### config.mk
export PLATFORM = sky130hd
export DESIGN_NAME = id_ex_stage_flat
export DESIGN_NICKNAME = d
export VERILOG_FILES = /design/src/rtl/id_ex_stage_pkg.sv /design/src/rtl/id_ex_stage_if.sv /design/src/rtl/id_ex_stage_hazard_detect.sv /design/src/rtl/id_ex_stage.sv /design/src/flat_wrapper.sv
export SDC_FILE = /design/constraint.sdc
export NUM_CORES = 1
export LEC_CHECK = 0
export BUFFER_PORTS_ARGS = -buffer_cell sky130_fd_sc_hd__buf_2
export CAP_MARGIN = 0
export CORE_AREA = 3 3 136 138
export DETAILED_ROUTE_END_ITERATION = 6
export DIE_AREA = 0 0 139 141
export HOLD_SLACK_MARGIN = 0.08
export PLACE_DENSITY = 0.71
export SLEW_MARGIN = 20
export SYNTH_ARGS = -nofsm -noshare
export SYNTH_HDL_FRONTEND = slang
export SYNTH_SLANG_ARGS = --single-unit
### constraint.sdc
create_clock -name clk -period 3 [get_ports clk]
set_input_delay 0 -clock clk [delete_from_list [all_inputs] [get_ports clk]]
set_output_delay 0 -clock clk [all_outputs]
set_load 0.05 [all_outputs]
### src/rtl/id_ex_stage_pkg.sv
// Shared definitions for the ID/EX pipeline register.
// Holds the field widths, the opcodes the hazard logic needs, the packed
// control-field payload, its bubble encoding and the rs1-usage decode.
package id_ex_stage_pkg;

    localparam int unsigned OPC_W  = 7;
    localparam int unsigned F3_W   = 3;
    localparam int unsigned REG_W  = 5;
    localparam int unsigned FS_W   = 4;
    localparam int unsigned STRB_W = 4;

    localparam logic [OPC_W-1:0] OP_LUI   = 7'b0110111;
    localparam logic [OPC_W-1:0] OP_AUIPC = 7'b0010111;
    localparam logic [OPC_W-1:0] OP_JAL   = 7'b1101111;
    localparam logic [OPC_W-1:0] OP_LOAD  = 7'b0000011;

    // Decoded control fields carried from ID into EX.
    typedef struct packed {
        logic              valid;
        logic [OPC_W-1:0]  opcode;
        logic [F3_W-1:0]   funct3;
        logic [REG_W-1:0]  rd;
        logic [REG_W-1:0]  rs1;
        logic [REG_W-1:0]  rs2;
        logic              rw;
        logic              mw;
        logic              md;
        logic              mb;
        logic              mp;
        logic [FS_W-1:0]   fs;
        logic [STRB_W-1:0] strb;
    } ctrl_t;

    // A bubble is the all-zero encoding: not valid, no reg or mem write.
    localparam ctrl_t CTRL_NOP = '0;

    // LUI, AUIPC and JAL carry no rs1 operand.
    function automatic logic uses_rs1(input logic [OPC_W-1:0] op);
        return !((op == OP_LUI) || (op == OP_AUIPC) || (op == OP_JAL));
    endfunction

endpackage

### src/rtl/id_ex_stage_if.sv
// ID-side and EX-side bundle of the ID/EX pipeline register.
// master: decode side drives id_*, observes ex_*.
// slave : pipeline register reads id_*, drives ex_*.
interface id_ex_stage_if #(parameter int unsigned XLEN = 32);
    import id_ex_stage_pkg::*;

    logic              id_valid,    ex_valid;
    logic [OPC_W-1:0]  id_opcode,   ex_opcode;
    logic [F3_W-1:0]   id_funct3,   ex_funct3;
    logic [REG_W-1:0]  id_rd,       ex_rd;
    logic [REG_W-1:0]  id_rs1,      ex_rs1;
    logic [REG_W-1:0]  id_rs2,      ex_rs2;
    logic              id_rw,       ex_rw;
    logic              id_mw,       ex_mw;
    logic              id_md,       ex_md;
    logic              id_mb,       ex_mb;
    logic              id_mp,       ex_mp;
    logic [FS_W-1:0]   id_fs,       ex_fs;
    logic [STRB_W-1:0] id_strb,     ex_strb;
    logic [XLEN-1:0]   id_imm,      ex_imm;
    logic [XLEN-1:0]   id_pc,       ex_pc;
    logic [XLEN-1:0]   id_rs1_data, ex_rs1_data;
    logic [XLEN-1:0]   id_rs2_data, ex_rs2_data;

    modport master (
        output id_valid, id_opcode, id_funct3, id_rd, id_rs1, id_rs2,
               id_rw, id_mw, id_md, id_mb, id_mp, id_fs, id_strb,
               id_imm, id_pc, id_rs1_data, id_rs2_data,
        input  ex_valid, ex_opcode, ex_funct3, ex_rd, ex_rs1, ex_rs2,
               ex_rw, ex_mw, ex_md, ex_mb, ex_mp, ex_fs, ex_strb,
               ex_imm, ex_pc, ex_rs1_data, ex_rs2_data
    );

    modport slave (
        input  id_valid, id_opcode, id_funct3, id_rd, id_rs1, id_rs2,
               id_rw, id_mw, id_md, id_mb, id_mp, id_fs, id_strb,
               id_imm, id_pc, id_rs1_data, id_rs2_data,
        output ex_valid, ex_opcode, ex_funct3, ex_rd, ex_rs1, ex_rs2,
               ex_rw, ex_mw, ex_md, ex_mb, ex_mp, ex_fs, ex_strb,
               ex_imm, ex_pc, ex_rs1_data, ex_rs2_data
    );

endinterface

### src/rtl/id_ex_stage_hazard_detect.sv
// Combinational load-use hazard detection.
// Inputs : ID source fields, EX destination/load fields, flush, reset.
// Outputs: hazard_o (bubble request), stall_o (freeze PC and IF/ID).
module id_ex_stage_hazard_detect
    import id_ex_stage_pkg::*;
(
    input  logic             id_valid_i,
    input  logic [OPC_W-1:0] id_opcode_i,
    input  logic [REG_W-1:0] id_rs1_i,
    input  logic [REG_W-1:0] id_rs2_i,
    input  logic             id_mb_i,
    input  logic             id_mw_i,
    input  logic             ex_valid_i,
    input  logic             ex_md_i,
    input  logic             ex_rw_i,
    input  logic [REG_W-1:0] ex_rd_i,
    input  logic             flush_i,
    input  logic             rst_n_i,
    output logic             hazard_o,
    output logic             stall_o
);

    logic rs1_used;
    logic rs2_used;
    logic ex_is_load;

    // Stores read rs2 as data even though the ALU takes the immediate.
    assign rs1_used   = id_valid_i && uses_rs1(id_opcode_i);
    assign rs2_used   = id_valid_i && (!id_mb_i || id_mw_i);
    assign ex_is_load = ex_valid_i && ex_md_i && ex_rw_i && (ex_rd_i != '0);

    assign hazard_o = ex_is_load &&
                      ((rs1_used && (id_rs1_i == ex_rd_i)) ||
                       (rs2_used && (id_rs2_i == ex_rd_i)));

    // A taken branch discards the dependent instruction, so no freeze.
    assign stall_o = hazard_o && !flush_i && rst_n_i;

endmodule

### src/rtl/id_ex_stage.sv
// ID/EX pipeline register with load-use stall and bubble counter.
// Ports: clk, reset (async active-low), hold (freeze), flush (branch taken),
//        bus (slave: id_* in, ex_* registered out), stall (combinational),
//        bubble_cnt (saturating count of inserted bubbles).
module id_ex_stage
    import id_ex_stage_pkg::*;
#(
    parameter int unsigned XLEN  = 32,
    parameter int unsigned CNT_W = 16
) (
    input  logic              clk,
    input  logic              reset,
    input  logic              hold,
    input  logic              flush,
    id_ex_stage_if.slave      bus,
    output logic              stall,
    output logic [CNT_W-1:0]  bubble_cnt
);

    ctrl_t            id_ctrl;
    ctrl_t            ctrl_q,     ctrl_d;
    logic [XLEN-1:0]  imm_q,      imm_d;
    logic [XLEN-1:0]  pc_q,       pc_d;
    logic [XLEN-1:0]  rs1_data_q, rs1_data_d;
    logic [XLEN-1:0]  rs2_data_q, rs2_data_d;
    logic [CNT_W-1:0] cnt_q,      cnt_d;
    logic             hazard;

    // Pack the incoming control fields.
    always_comb begin
        id_ctrl        = CTRL_NOP;
        id_ctrl.valid  = bus.id_valid;
        id_ctrl.opcode = bus.id_opcode;
        id_ctrl.funct3 = bus.id_funct3;
        id_ctrl.rd     = bus.id_rd;
        id_ctrl.rs1    = bus.id_rs1;
        id_ctrl.rs2    = bus.id_rs2;
        id_ctrl.rw     = bus.id_rw;
        id_ctrl.mw     = bus.id_mw;
        id_ctrl.md     = bus.id_md;
        id_ctrl.mb     = bus.id_mb;
        id_ctrl.mp     = bus.id_mp;
        id_ctrl.fs     = bus.id_fs;
        id_ctrl.strb   = bus.id_strb;
    end

    id_ex_stage_hazard_detect u_hazard (
        .id_valid_i  (bus.id_valid),
        .id_opcode_i (bus.id_opcode),
        .id_rs1_i    (bus.id_rs1),
        .id_rs2_i    (bus.id_rs2),
        .id_mb_i     (bus.id_mb),
        .id_mw_i     (bus.id_mw),
        .ex_valid_i  (ctrl_q.valid),
        .ex_md_i     (ctrl_q.md),
        .ex_rw_i     (ctrl_q.rw),
        .ex_rd_i     (ctrl_q.rd),
        .flush_i     (flush),
        .rst_n_i     (reset),
        .hazard_o    (hazard),
        .stall_o     (stall)
    );

    // Next-state: hold > flush > hazard bubble > normal capture.
    always_comb begin
        ctrl_d     = ctrl_q;
        imm_d      = imm_q;
        pc_d       = pc_q;
        rs1_data_d = rs1_data_q;
        rs2_data_d = rs2_data_q;
        cnt_d      = cnt_q;
        if (hold) begin
            cnt_d = cnt_q;
        end else if (flush || hazard) begin
            ctrl_d     = CTRL_NOP;
            imm_d      = '0;
            pc_d       = '0;
            rs1_data_d = '0;
            rs2_data_d = '0;
            if (cnt_q != '1) begin
                cnt_d = cnt_q + CNT_W'(1);
            end
        end else begin
            ctrl_d     = id_ctrl;
            imm_d      = bus.id_imm;
            pc_d       = bus.id_pc;
            rs1_data_d = bus.id_rs1_data;
            rs2_data_d = bus.id_rs2_data;
        end
    end

    // Register bank and bubble counter.
    always_ff @(posedge clk or negedge reset) begin
        if (!reset) begin
            ctrl_q     <= CTRL_NOP;
            imm_q      <= '0;
            pc_q       <= '0;
            rs1_data_q <= '0;
            rs2_data_q <= '0;
            cnt_q      <= '0;
        end else begin
            ctrl_q     <= ctrl_d;
            imm_q      <= imm_d;
            pc_q       <= pc_d;
            rs1_data_q <= rs1_data_d;
            rs2_data_q <= rs2_data_d;
            cnt_q      <= cnt_d;
        end
    end

    assign bus.ex_valid    = ctrl_q.valid;
    assign bus.ex_opcode   = ctrl_q.opcode;
    assign bus.ex_funct3   = ctrl_q.funct3;
    assign bus.ex_rd       = ctrl_q.rd;
    assign bus.ex_rs1      = ctrl_q.rs1;
    assign bus.ex_rs2      = ctrl_q.rs2;
    assign bus.ex_rw       = ctrl_q.rw;
    assign bus.ex_mw       = ctrl_q.mw;
    assign bus.ex_md       = ctrl_q.md;
    assign bus.ex_mb       = ctrl_q.mb;
    assign bus.ex_mp       = ctrl_q.mp;
    assign bus.ex_fs       = ctrl_q.fs;
    assign bus.ex_strb     = ctrl_q.strb;
    assign bus.ex_imm      = imm_q;
    assign bus.ex_pc       = pc_q;
    assign bus.ex_rs1_data = rs1_data_q;
    assign bus.ex_rs2_data = rs2_data_q;
    assign bubble_cnt      = cnt_q;

endmodule

### src/flat_wrapper.sv
// flat-port wrapper written by rule: the top's interface ports become plain ports
module id_ex_stage_flat import id_ex_stage_pkg::*;
#(
    parameter int unsigned XLEN  = 32,
    parameter int unsigned CNT_W = 16
)
  (clk, reset, hold, flush, stall, bubble_cnt, bus_id_valid, bus_id_opcode, bus_id_funct3, bus_id_rd, bus_id_rs1, bus_id_rs2, bus_id_rw, bus_id_mw, bus_id_md, bus_id_mb, bus_id_mp, bus_id_fs, bus_id_strb, bus_id_imm, bus_id_pc, bus_id_rs1_data, bus_id_rs2_data, bus_ex_valid, bus_ex_opcode, bus_ex_funct3, bus_ex_rd, bus_ex_rs1, bus_ex_rs2, bus_ex_rw, bus_ex_mw, bus_ex_md, bus_ex_mb, bus_ex_mp, bus_ex_fs, bus_ex_strb, bus_ex_imm, bus_ex_pc, bus_ex_rs1_data, bus_ex_rs2_data);
  id_ex_stage_if #(.XLEN(XLEN)) bus_i ();
  input  logic clk;
  input  logic reset;
  input  logic hold;
  input  logic flush;
  output logic stall;
  output logic [CNT_W-1:0] bubble_cnt;
  input wire logic [$bits(bus_i.id_valid)-1:0] bus_id_valid;
  input wire logic [$bits(bus_i.id_opcode)-1:0] bus_id_opcode;
  input wire logic [$bits(bus_i.id_funct3)-1:0] bus_id_funct3;
  input wire logic [$bits(bus_i.id_rd)-1:0] bus_id_rd;
  input wire logic [$bits(bus_i.id_rs1)-1:0] bus_id_rs1;
  input wire logic [$bits(bus_i.id_rs2)-1:0] bus_id_rs2;
  input wire logic [$bits(bus_i.id_rw)-1:0] bus_id_rw;
  input wire logic [$bits(bus_i.id_mw)-1:0] bus_id_mw;
  input wire logic [$bits(bus_i.id_md)-1:0] bus_id_md;
  input wire logic [$bits(bus_i.id_mb)-1:0] bus_id_mb;
  input wire logic [$bits(bus_i.id_mp)-1:0] bus_id_mp;
  input wire logic [$bits(bus_i.id_fs)-1:0] bus_id_fs;
  input wire logic [$bits(bus_i.id_strb)-1:0] bus_id_strb;
  input wire logic [$bits(bus_i.id_imm)-1:0] bus_id_imm;
  input wire logic [$bits(bus_i.id_pc)-1:0] bus_id_pc;
  input wire logic [$bits(bus_i.id_rs1_data)-1:0] bus_id_rs1_data;
  input wire logic [$bits(bus_i.id_rs2_data)-1:0] bus_id_rs2_data;
  output wire logic [$bits(bus_i.ex_valid)-1:0] bus_ex_valid;
  output wire logic [$bits(bus_i.ex_opcode)-1:0] bus_ex_opcode;
  output wire logic [$bits(bus_i.ex_funct3)-1:0] bus_ex_funct3;
  output wire logic [$bits(bus_i.ex_rd)-1:0] bus_ex_rd;
  output wire logic [$bits(bus_i.ex_rs1)-1:0] bus_ex_rs1;
  output wire logic [$bits(bus_i.ex_rs2)-1:0] bus_ex_rs2;
  output wire logic [$bits(bus_i.ex_rw)-1:0] bus_ex_rw;
  output wire logic [$bits(bus_i.ex_mw)-1:0] bus_ex_mw;
  output wire logic [$bits(bus_i.ex_md)-1:0] bus_ex_md;
  output wire logic [$bits(bus_i.ex_mb)-1:0] bus_ex_mb;
  output wire logic [$bits(bus_i.ex_mp)-1:0] bus_ex_mp;
  output wire logic [$bits(bus_i.ex_fs)-1:0] bus_ex_fs;
  output wire logic [$bits(bus_i.ex_strb)-1:0] bus_ex_strb;
  output wire logic [$bits(bus_i.ex_imm)-1:0] bus_ex_imm;
  output wire logic [$bits(bus_i.ex_pc)-1:0] bus_ex_pc;
  output wire logic [$bits(bus_i.ex_rs1_data)-1:0] bus_ex_rs1_data;
  output wire logic [$bits(bus_i.ex_rs2_data)-1:0] bus_ex_rs2_data;
  assign bus_i.id_valid = bus_id_valid;
  assign bus_i.id_opcode = bus_id_opcode;
  assign bus_i.id_funct3 = bus_id_funct3;
  assign bus_i.id_rd = bus_id_rd;
  assign bus_i.id_rs1 = bus_id_rs1;
  assign bus_i.id_rs2 = bus_id_rs2;
  assign bus_i.id_rw = bus_id_rw;
  assign bus_i.id_mw = bus_id_mw;
  assign bus_i.id_md = bus_id_md;
  assign bus_i.id_mb = bus_id_mb;
  assign bus_i.id_mp = bus_id_mp;
  assign bus_i.id_fs = bus_id_fs;
  assign bus_i.id_strb = bus_id_strb;
  assign bus_i.id_imm = bus_id_imm;
  assign bus_i.id_pc = bus_id_pc;
  assign bus_i.id_rs1_data = bus_id_rs1_data;
  assign bus_i.id_rs2_data = bus_id_rs2_data;
  assign bus_ex_valid = bus_i.ex_valid;
  assign bus_ex_opcode = bus_i.ex_opcode;
  assign bus_ex_funct3 = bus_i.ex_funct3;
  assign bus_ex_rd = bus_i.ex_rd;
  assign bus_ex_rs1 = bus_i.ex_rs1;
  assign bus_ex_rs2 = bus_i.ex_rs2;
  assign bus_ex_rw = bus_i.ex_rw;
  assign bus_ex_mw = bus_i.ex_mw;
  assign bus_ex_md = bus_i.ex_md;
  assign bus_ex_mb = bus_i.ex_mb;
  assign bus_ex_mp = bus_i.ex_mp;
  assign bus_ex_fs = bus_i.ex_fs;
  assign bus_ex_strb = bus_i.ex_strb;
  assign bus_ex_imm = bus_i.ex_imm;
  assign bus_ex_pc = bus_i.ex_pc;
  assign bus_ex_rs1_data = bus_i.ex_rs1_data;
  assign bus_ex_rs2_data = bus_i.ex_rs2_data;
  id_ex_stage #(.XLEN(XLEN), .CNT_W(CNT_W)) u_core (.clk(clk), .reset(reset), .hold(hold), .flush(flush), .bus(bus_i), .stall(stall), .bubble_cnt(bubble_cnt));
endmodule
==> qor.yml, run 1 <==
clocking:
  cts_sinks: 183
  path_clk_slew_ns: 0.07
  cts_root_buffer: "clkbuf_16"
  clock_path_buffers: 2
  cts_resized: 0
  clkLatencyLatePin_ns: 0.42
  htree_levels: 4
  cts_tree: "built"
  cts_buffers: 17
routing:
  ant_nets: 0
  vias: 6264
  drc: 0
  wl_per_cell_um: 18.2
  wl_um: 22300
  first_iter_violations: 331
  vias_per_cell: 5.11
  drtPass1Iterations: 4
logic_synthesis:
  synth_top_family_by_area: "compound AO/OA/AOI/OAI gates"
  synth_cells: 478
  synth_mux_area_share_pct: 0.310
  syn-num-nets: 650
  yosysWarnings: 0
  netlist_area_um2: 6870
  yosys.area_share.simple_pct: 4.98
  ys_types: 34
  synth_compound_area_share_pct: 22.0
  yosysSeqAreaShare_pct: 66.7
  synth_adder_area_share_pct: 0.182
  synth.avg_cell_area_um2: 14.4
  ys_ff_latch: 183
  synthXorXnorAreaFrac_pct: 3.06
sta:
  clock.fmax_mhz: 406
  skew_ns: 0.0111
  min_period_over_period_pct: 82.1
  rsz0062_at_grt: "false"
  finalCriticalPeriod_ns: 2.46
  slew_headroom_pct: 49.1
  slew_viol_final: 0
  setup_violations: 0
  worstMarginPinSlew_ns: 0.756
  finalHoldViolCount: 0
  fin_tns_setup_ns: 0
grt:
  grt_pass1_vias: 6755
  grt_pass1_wl_um: 35800
  antenna_found_initial: 0
  grt_util_all_layers_pct: 22.5
  grt_overflow: 0
  grt_max_degree: 101
worst_setup_path:
  worst_setup_path_end_kind: "flop"
  cp.arrival_ns: 2.81
  critical_path_class: "reg -> reg"
  start_kind: "flop"
  worstPathRequired_ns: 3.35
  worstPathMaxFanout: 100
placement:
  hpwl_um: 13500
  place_congestion: 0.768
  port_buffers: 354
pwr:
  power_density_nw_per_um2: 622
  power_mw: 6.93
  p_leak_nw: 5.87
  ir_drop_mv: 0.367
run_status:
  outcome: "completed"
die:
  start_util_pct: 39.7
  io_pins: 355
  core_area_um2: 17300
  die_h_um: 141
  die_w_um: 139
  floorplan.die_area_um2: 19600
  placementRows: 48
finish:
  drive_gt1_share_pct: 39.9
  nets: 1160
  fin_util_pct: 64.5
  area_growth_pct: 62.4
  diodes: 0
worst_hold_path:
  hp-class: "in -> async"
run:
  cap_violations: 0
kinds of logic after synthesis:
kind of cell,Yosys count
flops,183
compound gates,171
simple gates,54
buf+inv,43
xor+xnor,24
mux,2
fa+ha+maj,1
worst max-delay path, cell delays in order (launching register included):
cell and delay (ns):
dfrtp_1 0.44, or4_1 0.56, o21ai_2 0.22, a2111oi_4 0.10
nor4_4 0.36, buf_12 0.39, a22o_1 0.23
stage by stage:
| step | cells | setup WS (ns) | hold slack [ns] | area [um^2] |
|---|---|---|---|---|
| global route | 1226 | 0.402 | 0.151 | 11100 |
| floorplan | 478 | 0.291 | -0.296 | 6870 |
| finish | 1226 | 0.537 | 0.0979 | 11100 |
| global placement | 1026 | 0.657 | -0.00293 | 8850 |
| CTS | 1226 | 0.573 | 0.111 | 11100 |
| detailed placement | 1026 | 0.595 | -0.00178 | 8850 |
where the power goes:
group          leakage [nW]  switching [mW]  internal, mW  total (mW)
Combinational          3.20            1.19         0.567        1.76
Sequential             2.37           0.162          2.68        2.84
Clock                 0.297           0.963          1.37        2.33
Total                  5.87            2.31          4.62        6.93
state kept, by name, indices dropped and copies added, names as in the netlist, 7 cells and up:
name                    count
u_core.bubble_cnt          16
u_core.bus.ex_imm          32
u_core.bus.ex_rs1_data     32
u_core.bus.ex_rs2_data     32
u_core.bus.ex_pc           32
u_core.bus.ex_opcode        7
final timing paths:
kind	start	end	slack [ns]	cells past startpoint
setup reg to reg	u_core.bus.ex_rd[1]	u_core.bus.ex_rs1_data[12]	0.54	6
setup / recovery	u_core.bus.ex_rd[1]	u_core.bus.ex_rs1_data[12]	0.54	6
max in group asynchronous	reset	u_core.bus.ex_pc[19]	1.84	3
min in group clk	flush	u_core.bubble_cnt[2]	0.21	5
hold / removal	reset	u_core.bus.ex_md	0.1	2
hold reg to reg	u_core.bus.ex_rs1_data[6]	u_core.bus.ex_rs1_data[6]	0.50	1
placed cells by master, fill, tap and decap left out, drive strengths merged:
cell,n
buf,362
dfrtp,183
dlygate4sd3,168
a22o,167
clkbuf,20
nor2,13
xnor2,12
xor2,12
nand3,10
nand4,9
inv,8
nor4b,3
clkinvlp,3
bufinv,3
nor4,3
and4,2
nand4b,2
nand2,2
nor3b,2
clkinv,2
o21ai,2
or3b,2
nor3,2
or4,1
a2111oi,1
a21oi,1
nand3b,1
and2,1
and3b,1
mux2i,1
mux2,1
ha,1
routing by layer:
layer	vias to the layer above	GRT usage, %	share of wire (%)
met5	-	0	0
met4	0	8.44	2.9
met3	49	6.00	6.7
met2	295	39.3	51
met1	3077	26.9	39
li1	2843	-	-
cells in the mapped netlist, drive strengths merged:
master	count	area share, %
clkbuf	23	1.3
nor4b	3	0.38
o21ai	2	0.20
buf	16	1.3
nor3	2	0.22
nor4	3	0.58
ha	1	0.18
nand4b	2	0.26
a21oi	1	0.073
and2	1	0.091
dfrtp	183	67
nand2	2	0.11
a22o	167	21
nand4	9	0.82
nor2	13	0.71
or3b	2	0.26
mux2	1	0.16
or4	1	0.11
nand3	10	0.73
and4	2	0.26
xnor2	12	1.5
nand3b	1	0.11
mux2i	1	0.15
xor2	12	1.5
and3b	1	0.13
a2111oi	1	0.40
nor3b	2	0.22
inv	4	0.22
area by class of cell:
cell class	count	area, um^2
Inverter	4	15.0
Multi-Input combinational cell	252	2090
Tap cell	225	282
Fill cell	1249	6150
Timing Repair Buffer	530	3560
Clock inverter	12	163
Clock buffer	20	457
Sequential cell	183	4580
what timing repair did:
action	4_1_cts	5_1_grt
setup buffers	0	0
hold buffers	168	0
endpoints found under the hold margin	299	0
No activity file was read; power rests on OpenSTA's default activity.
==> run 2: changes to the inputs <==
--- a/config.mk
+++ b/config.mk
@@ -5,13 +5,14 @@
 export SDC_FILE = /design/constraint.sdc
 export NUM_CORES = 1
 export LEC_CHECK = 0
+export ABC_AREA = 1
 export BUFFER_PORTS_ARGS = -buffer_cell sky130_fd_sc_hd__buf_2
 export CAP_MARGIN = 0
-export CORE_AREA = 3 3 136 138
+export CORE_MARGIN = 3
+export CORE_UTILIZATION = 45
 export DETAILED_ROUTE_END_ITERATION = 6
-export DIE_AREA = 0 0 139 141
 export HOLD_SLACK_MARGIN = 0.08
-export PLACE_DENSITY = 0.71
+export PLACE_DENSITY = 0.77
 export SLEW_MARGIN = 20
 export SYNTH_ARGS = -nofsm -noshare
 export SYNTH_HDL_FRONTEND = slang
==> constraint.sdc (replaced) <==
create_clock -name clk -period 2.6 [get_ports clk]
set_input_delay 0 -clock clk [delete_from_list [all_inputs] [get_ports clk]]
set_output_delay 0 -clock clk [all_outputs]
set_load 0.05 [all_outputs]
==> run 2 against run 1 <==
Effect of this change:
- sequential power increased by 14%
- clock power increased by 15%
- combinational power increased by 14%
- critical endpoint is now u_core.bus.ex_rs2_data[30]
==> qor.yml, run 2 <==
finish:
  area_growth_pct: 56.0  # was 62.4%
  layout_common_cells: "nand2_1, buf_2, dfrtp_1"  # was buf_2, dfrtp_1, dlygate4sd3_1
  multiInputGateArea_um2: 2850  # was 2090 um^2
  drive_gt1_share_pct: 28.6  # was 39.9%
  final_common_cell: "nand2_1"  # was buf_2
  nets: 1580  # was 1160
  nFillCells: 1151  # was 1249
  final_cells: 1643  # was 1226
  regArea_um2: 4580  # unchanged
  fin_util_pct: 72.3  # was 64.5%
logic_synthesis:
  yosysTopAreaCell: "dfrtp_1"  # unchanged
  synth_compound_area_share_pct: 11.3  # was 22.0%
  netlist.area_leader.share_pct: 59.2  # was 66.7%
  ys_types: 24  # was 34
  synth_mux_area_share_pct: 0  # was 0.310%
  yosysSeqAreaShare_pct: 59.2  # was 66.7%
  synth_adder_area_share_pct: 0.162  # was 0.182%
  yosys.area_share.simple_pct: 23.1  # was 4.98%
  yosysMostFrequentCell: "nand2_1"  # was dfrtp_1
  synth_cells: 909  # was 478
  ys_top_cells_by_area: "dfrtp_1, nand2_1, o21ai_0, clkbuf_1, nand3_1"  # was dfrtp_1, a22o_1, xnor2_1, xor2_1, clkbuf_1
  synth-edff-count: 0  # unchanged
  synthArstFlopShare_pct: 100  # unchanged
  ys_ff_latch: 183  # unchanged
  netlist_area_um2: 7740  # was 6870 um^2
  synth_ff_type: "dfrtp_1"  # unchanged
  synth_top_family_by_area: "simple AND/OR/NAND/NOR gates"  # was compound AO/OA/AOI/OAI gates
  synthXorXnorAreaFrac_pct: 1.70  # was 3.06%
  synth.avg_cell_area_um2: 8.51  # was 14.4 um^2
  yosysWarnings: 0  # unchanged
  synth_common_cells: "nand2_1, dfrtp_1, o21ai_0"  # was dfrtp_1, a22o_1, clkbuf_1
  syn-num-nets: 1081  # was 650
sta:
  worstMarginPinSlew_ns: 0.743  # was 0.756 ns
  slew_headroom_pct: 50.4  # was 49.1%
  timing.hold.ws_ns: 0.0941  # was 0.0979 ns
  setup_violations: 0  # unchanged
  finalHoldViolCount: 0  # unchanged
  finalCriticalPeriod_ns: 2.39  # was 2.46 ns
  skew_ns: 0.0183  # was 0.0111 ns
  slew_viol_final: 0  # unchanged
  clock.fmax_mhz: 419  # was 406 MHz
  rsz0062_at_grt: "false"  # unchanged
  fin_tns_setup_ns: 0  # unchanged
  min_period_over_period_pct: 91.8  # was 82.1%
die:
  placementRows: 47  # was 48
  floorplan.die_area_um2: 18800  # was 19600 um^2
  io_pins: 355  # unchanged
  start_util_pct: 46.3  # was 39.7%
  core_area_um2: 16700  # was 17300 um^2
  die_w_um: 137  # was 139 um
  die_h_um: 137  # was 141 um
run:
  cap_violations: 0  # unchanged
clocking:
  cts_buffers: 17  # unchanged
  clock_path_buffers: 2  # unchanged
  cts_root_buffer: "clkbuf_16"  # unchanged
  path_clk_slew_ns: 0.07  # about the same
  cts_sinks: 183  # unchanged
  htree_levels: 4  # unchanged
  cts_tree: "built"  # unchanged
  clkLatencyLatePin_ns: 0.43  # was 0.42 ns
pwr:
  power.internal_mw: 5.14  # was 4.62 mW
  power_frac_comb_pct: 25.3  # about the same
  clkPwrFrac_pct: 33.8  # was 33.7%
  p_seq_share_pct: 40.9  # was 41.0%
  ir_drop_mv: 0.439  # was 0.367 mV
  switchingPower_mw: 2.78  # was 2.31 mW
  power_density_nw_per_um2: 655  # was 622 nW/um^2
  swShare_pct: 35.1  # was 33.4%
  p_leak_nw: 6.36  # was 5.87 nW
  power_mw: 7.91  # was 6.93 mW
routing:
  wl_um: 28200  # was 22300 um
  first_iter_violations: 481  # was 331
  drtPass1Iterations: 7  # was 4
  drc: 0  # unchanged
  wl_per_cell_um: 17.2  # was 18.2 um
  vias: 8570  # was 6264
  ant_nets: 0  # unchanged
  vias_per_cell: 5.22  # was 5.11
grt:
  grt_pass1_wl_um: 42700  # was 35800 um
  antenna_found_initial: 1  # was 0
  grt_pass1_vias: 8374  # was 6755
  grt_util_all_layers_pct: 28.9  # was 22.5%
  grt_overflow: 0  # unchanged
  grt_max_degree: 157  # was 101
worst_setup_path:
  cp.arrival_ns: 2.69  # was 2.81 ns
  r2r_cells: 11  # was 6
  crit_start: "u_core.bus.ex_rd[0]"  # was u_core.bus.ex_rd[1]
  start_kind: "flop"  # unchanged
  r2r_end: "u_core.bus.ex_rs2_data[30]"  # was u_core.bus.ex_rs1_data[12]
  worstPathRequired_ns: 2.90  # was 3.35 ns
  cp-endpoint: "u_core.bus.ex_rs2_data[30]"  # was u_core.bus.ex_rs1_data[12]
  worstPathMaxFanout: 65  # was 100
  timing.rr.start: "u_core.bus.ex_rd[0]"  # was u_core.bus.ex_rd[1]
  worst_setup_path_end_kind: "flop"  # unchanged
  rrSetupSlack_ns: 0.21  # was 0.54 ns
  critical_path_class: "reg -> reg"  # unchanged
placement:
  place_congestion: 0.810  # was 0.768
  placed_cells_incl_taps: 1433  # was 1026
  hpwl_um: 16300  # was 13500 um
  port_buffers: 354  # unchanged
run_status:
  outcome: "completed"  # unchanged
worst_hold_path:
  hp-class: "in -> async"  # unchanged
-- run 2: kinds of logic (layout without fill, tap and decap cells) --
logic type                 Yosys count  count (layout)
other                                0               2
DFF                                183             183
and+or+nand+nor                    454             456
AOI/OAI and AO/OA                  173             173
adders and majority gates            1               1
buffers and inverters               83             593
xor gates and xnor gates            15              15
-- run 2: cell type report --
| class | count | share of cell area, % |
|---|---|---|
| clock buffers | 19 | 3.67 |
| inverters | 25 | 0.798 |
| diodes | 2 | 0.0415 |
| clock inverters | 13 | 1.35 |
| repair buffers | 536 | 30.4 |
| well taps | 220 | 2.28 |
| flip-flops and latches | 183 | 37.9 |
| multi-input cells | 645 | 23.6 |
-- run 2: layer usage --
layer / vias up / wire length (um) / GRT usage [%]
met5: - / 0 / 0
met4: 0 / 1490 / 16.4
met3: 114 / 2610 / 8.75
met2: 499 / 13900 / 47.3
met1: 4046 / 10200 / 33.7
li1: 3911 / - / -
-- run 2: metrics by stage --
step / cell area, um^2 / worst slack (ns)
floorplan: 7740 / 0.496
global placement: 9680 / 0.603
detailed placement: 9680 / 0.494
CTS: 12000 / 0.0767
global route: 12100 / 0.0238
finish: 12100 / 0.214
-- run 2: how the worst min path moves through the flow --
| stage | start | to | slack [ns] |
|---|---|---|---|
| 5_1_grt | reset | u_core.bus.ex_rs2_data[18] | 0.13 |
| 4_1_cts | reset | u_core.bus.ex_rs2_data[18] | 0.10 |
| 3_5_place_dp | reset | u_core.bus.ex_rs2_data[18] | 0.002 |
| 6_report | reset | u_core.bus.ex_rs2_data[18] | 0.09 |
| 2_1_floorplan | reset | u_core.bubble_cnt[0] | -0.30 |
| 3_3_place_gp | reset | u_core.bus.ex_rs2_data[18] | 0.003 |
-- run 2: worst max-delay path: stages (launching register included) --
cell	delay [ns]
dfrtp_1	0.39
inv_1	0.11
nand2_1	0.08
nand2_1	0.05
nor2_1	0.10
nand3_1	0.07
o21ai_1	0.16
nand2_2	0.19
nand2_8	0.21
buf_16	0.24
o21ai_0	0.10
dlygate4sd3_1	0.56
-- run 2: power by group through the flow --
stage	Combinational, mW	Sequential [mW]	Clock (mW)
after global placement	1.74	3.27	0
final	2.00	3.24	2.67
after global routing	2.13	3.26	2.81
after floorplan	0.367	4.08	0
after CTS	1.97	3.23	2.69
after detailed placement	1.75	3.28	0
-- run 2: timing repair --
item | in CTS | in global routing
hold endpoints to repair | 285 | 0
resized for setup | 0 | 3
setup endpoints to repair | 0 | 2
buffers inserted | 0 | 0
hold buffers | 174 | 0
==> run 3: changes to the inputs <==
--- a/config.mk
+++ b/config.mk
@@ -9,11 +9,12 @@
 export BUFFER_PORTS_ARGS = -buffer_cell sky130_fd_sc_hd__buf_2
 export CAP_MARGIN = 0
 export CORE_MARGIN = 3
-export CORE_UTILIZATION = 45
+export CORE_UTILIZATION = 35
+export CTS_CLUSTER_SIZE = 24
 export DETAILED_ROUTE_END_ITERATION = 6
 export HOLD_SLACK_MARGIN = 0.08
-export PLACE_DENSITY = 0.77
 export SLEW_MARGIN = 20
 export SYNTH_ARGS = -nofsm -noshare
 export SYNTH_HDL_FRONTEND = slang
+export SYNTH_HIERARCHICAL = 1
 export SYNTH_SLANG_ARGS = --single-unit
==> run 3 against run 2 <==
Effect of this change:
- clock power is essentially flat
- routed wire length down 1.8%
- largest cell class unchanged
- critical path type unchanged
- synthesized cell count grew 2.1%
- global-route usage down 6.4 points
==> qor.yml, run 3 <==
pwr:
  power_density_nw_per_um2: 636  # was 655 nW/um^2
  p_leak_nw: 7.09  # was 6.36 nW
  ir_drop_mv: 0.383  # was 0.439 mV
  power_mw: 7.96  # was 7.91 mW
worst_setup_path:
  rrSetupSlack_ns: 0.17  # was 0.21 ns
  worstPathMaxFanout: 52  # was 65
  critical_path_class: "reg -> reg"  # unchanged
  worst_setup_path_end_kind: "flop"  # unchanged
  cp_cell_sequence: "inv_1 > nand2_1 > o21ai_0 > nor2_1 > nand3_1 > o21ai_1 > nand2_1 > inv_1 > nor2_4 > clkbuf_16 > nand3_1 > nand2_1 > dlygate4sd3_1"  # was inv_1 > nand2_1 > nand2_1 > nor2_1 > nand3_1 > o21ai_1 > nand2_2 > nand2_8 > buf_16 > o21ai_0 > dlygate4sd3_1
  r2r_cells: 13  # was 11
  crit_family: "buffers and inverters"  # unchanged
  cp_common_cell: "nand2_1"  # unchanged
  start_kind: "flop"  # unchanged
  cp.arrival_ns: 2.78  # was 2.69 ns
  cp.buffers_inverters: 4  # was 3
  crit_start: "u_core/bus.ex_rd[4]"  # was u_core.bus.ex_rd[0]
  cp_slowest_cell: "dlygate4sd3_1"  # unchanged
  worstPathRequired_ns: 2.96  # was 2.90 ns
  timing.rr.start: "u_core/bus.ex_rd[4]"  # was u_core.bus.ex_rd[0]
  slowest_delay_ns: 0.55  # was 0.56 ns
  r2r_end: "u_core/bus.ex_rs2[3]"  # was u_core.bus.ex_rs2_data[30]
sta:
  rsz0062_at_grt: "true"  # was false
  clock.fmax_mhz: 412  # was 419 MHz
  slew_headroom_pct: 58.4  # was 50.4%
  slew_viol_final: 0  # unchanged
  skew_ns: 0.0138  # was 0.0183 ns
  worstMarginPinSlew_ns: 0.624  # was 0.743 ns
  setup_violations: 0  # unchanged
  min_period_over_period_pct: 93.4  # was 91.8%
  finalHoldViolCount: 0  # unchanged
  finalCriticalPeriod_ns: 2.43  # was 2.39 ns
grt:
  grt_max_degree: 128  # was 157
  grt_pass1_wl_um: 44200  # was 42700 um
  antenna_found_initial: 0  # was 1
  grt_util_all_layers_pct: 22.5  # was 28.9%
  grt_pass1_vias: 8564  # was 8374
  grt_overflow: 0  # unchanged
finish:
  diodes: 0  # was 2
  nFillCells: 1858  # was 1151
  final_common_cell: "nand2_1"  # unchanged
  drive_gt1_share_pct: 27.9  # was 28.6%
  nets: 1635  # was 1580
  area_growth_pct: 60.5  # was 56.0%
  fin_util_pct: 58.3  # was 72.3%
  final_cells: 1750  # was 1643
  layout_common_cells: "nand2_1, buf_2, dlygate4sd3_1"  # was nand2_1, buf_2, dfrtp_1
logic_synthesis:
  ys_ff_latch: 183  # unchanged
  yosysWarnings: 6  # was 0
  syn-num-nets: 1100  # was 1081
  synth_ff_type: "dfrtp_1"  # unchanged
  synth_cells: 928  # was 909
  synth.avg_cell_area_um2: 8.41  # was 8.51 um^2
  synth-edff-count: 0  # unchanged
  yosysTopAreaCell: "dfrtp_1"  # unchanged
  netlist_area_um2: 7800  # was 7740 um^2
  synth_common_cells: "nand2_1, dfrtp_1, nand3_1"  # was nand2_1, dfrtp_1, o21ai_0
  netlist.area_leader.share_pct: 58.7  # was 59.2%
  ys_top_cells_by_area: "dfrtp_1, nand2_1, nand3_1, buf_2, clkbuf_1"  # was dfrtp_1, nand2_1, o21ai_0, clkbuf_1, nand3_1
  yosysMostFrequentCell: "nand2_1"  # unchanged
  ys_types: 25  # was 24
  yosysSeqAreaShare_pct: 58.7  # was 59.2%
  synthArstFlopShare_pct: 100  # unchanged
routing:
  drtPass1Iterations: 6  # was 7
  routedLengthMet1_um: 11100  # was 10200 um
  wl_met2_um: 13800  # was 13900 um
  drc: 0  # unchanged
  wl_per_cell_um: 15.8  # was 17.2 um
  wl_met3_um: 1780  # was 2610 um
  wl_um: 27700  # was 28200 um
  vias_per_cell: 4.79  # was 5.22
  first_iter_violations: 666  # was 481
  vias: 8374  # was 8570
  ant_nets: 0  # unchanged
  dr.max_layer_used: "met4"  # unchanged
clocking:
  path_clk_slew_ns: 0.07  # about the same
  clkLatencyLatePin_ns: 0.42  # was 0.43 ns
  cts_root_buffer: "clkbuf_16"  # unchanged
  cts_buffers: 17  # unchanged
  cts_sinks: 183  # unchanged
  clock_path_buffers: 2  # unchanged
  cts_tree: "built"  # unchanged
  htree_levels: 4  # unchanged
  post_cts_buffers: 0  # unchanged
run:
  cap_violations: 0  # unchanged
placement:
  port_buffers: 354  # unchanged
  placed_cells_incl_taps: 1510  # was 1433
  hpwl_um: 16600  # was 16300 um
  place_congestion: 0.803  # was 0.810
die:
  io_pins: 355  # unchanged
  placementRows: 53  # was 47
  start_util_pct: 36.3  # was 46.3%
  floorplan.die_area_um2: 24100  # was 18800 um^2
  die_w_um: 155  # was 137 um
  core_area_um2: 21500  # was 16700 um^2
  die_h_um: 155  # was 137 um
worst_hold_path:
  worstHoldEndpoint: "u_core/bus.ex_rs2[1]"
  whs_path_depth: 5
  hp-class: "in -> reg"  # was in -> async
  min_from: "flush"
run_status:
  outcome: "completed"  # unchanged
-- run 3: cell types whose count changed in the layout (fill, tap and decap cells not counted), moves of 4 or more --
cell           before  now
nand3_1            24  176
nand2_1           398  423
o21ai_0           166    6
nor2_1             16   24
dlygate4sd3_1     174  208
nor2_4              0    4
o22ai_1             5    0
xor2_1              8    3
-- run 3: cell type report --
class	instances	area, um^2	share of cell area [%]
Sequential cell	183	4580	36.6
Timing Repair Buffer	572	4020	32.1
Multi-Input combinational cell	663	2870	22.9
Clock buffer	18	439	3.51
Tap cell	275	344	2.75
Clock inverter	13	166	1.33
Inverter	26	100	0.799
-- run 3: power breakdown --
group	total, mW	internal [mW]	switching, mW
clock	2.67	1.47	1.20
combinational	2.06	0.643	1.42
sequential	3.23	3.07	0.157
total	7.96	5.19	2.77
-- run 3: worst max path at each step --
stage | depth (start not counted) | end
5_1_grt | 13 | u_core/bus.ex_rs1_data[0]
6_report | 13 | u_core/bus.ex_rs2[3]
2_1_floorplan | 12 | u_core/bus.ex_fs[1]
3_3_place_gp | 12 | u_core/bubble_cnt[11]
4_1_cts | 13 | u_core/bus.ex_rs2_data[23]
3_5_place_dp | 14 | u_core/bubble_cnt[10]
-- run 3: through the flow --
step	worst slack (ns)	cell area [um^2]	hold slack, ns	setup TNS (ns)
6_report	0.172	12500	0.134	0
5_1_grt	-0.00928	12500	0.125	-0.0422
4_1_cts	0.133	12500	0.150	0
3_5_place_dp	0.590	9800	0.0424	0
3_3_place_gp	0.630	9800	0.0419	0
2_1_floorplan	0.560	7800	-0.296	0
-- run 3: layer usage --
| metal | GRT usage, % | vias to the layer above |
|---|---|---|
| met5 | 0 | - |
| met4 | 9.84 | 0 |
| met3 | 5.34 | 74 |
| met2 | 38.0 | 337 |
| met1 | 27.5 | 3956 |
| li1 | - | 4007 |
-- run 3: worst register-to-register path: cells and delay by family, from the launching register on --
kind	cells	cell delay [ns]
and+or+nand+nor	7	0.76
DFF	1	0.41
buffers and inverters	4	1.06
AOI/OAI and AO/OA	2	0.14
-- run 3: cell families after synthesis --
| kind of cell | share of synthesized area, % |
|---|---|
| AOI/OAI and AO/OA | 0.577 |
| xor gates and xnor gates | 1.01 |
| adders and majority gates | 0.160 |
| buffers and inverters | 4.60 |
| DFF | 58.7 |
| and+or+nand+nor | 34.9 |
-- run 3: timing repair --
item,CTS,global route
gates resized for setup,0,6
hold endpoints to repair,230,0
hold buffers,208,0
setup endpoints to repair,0,31
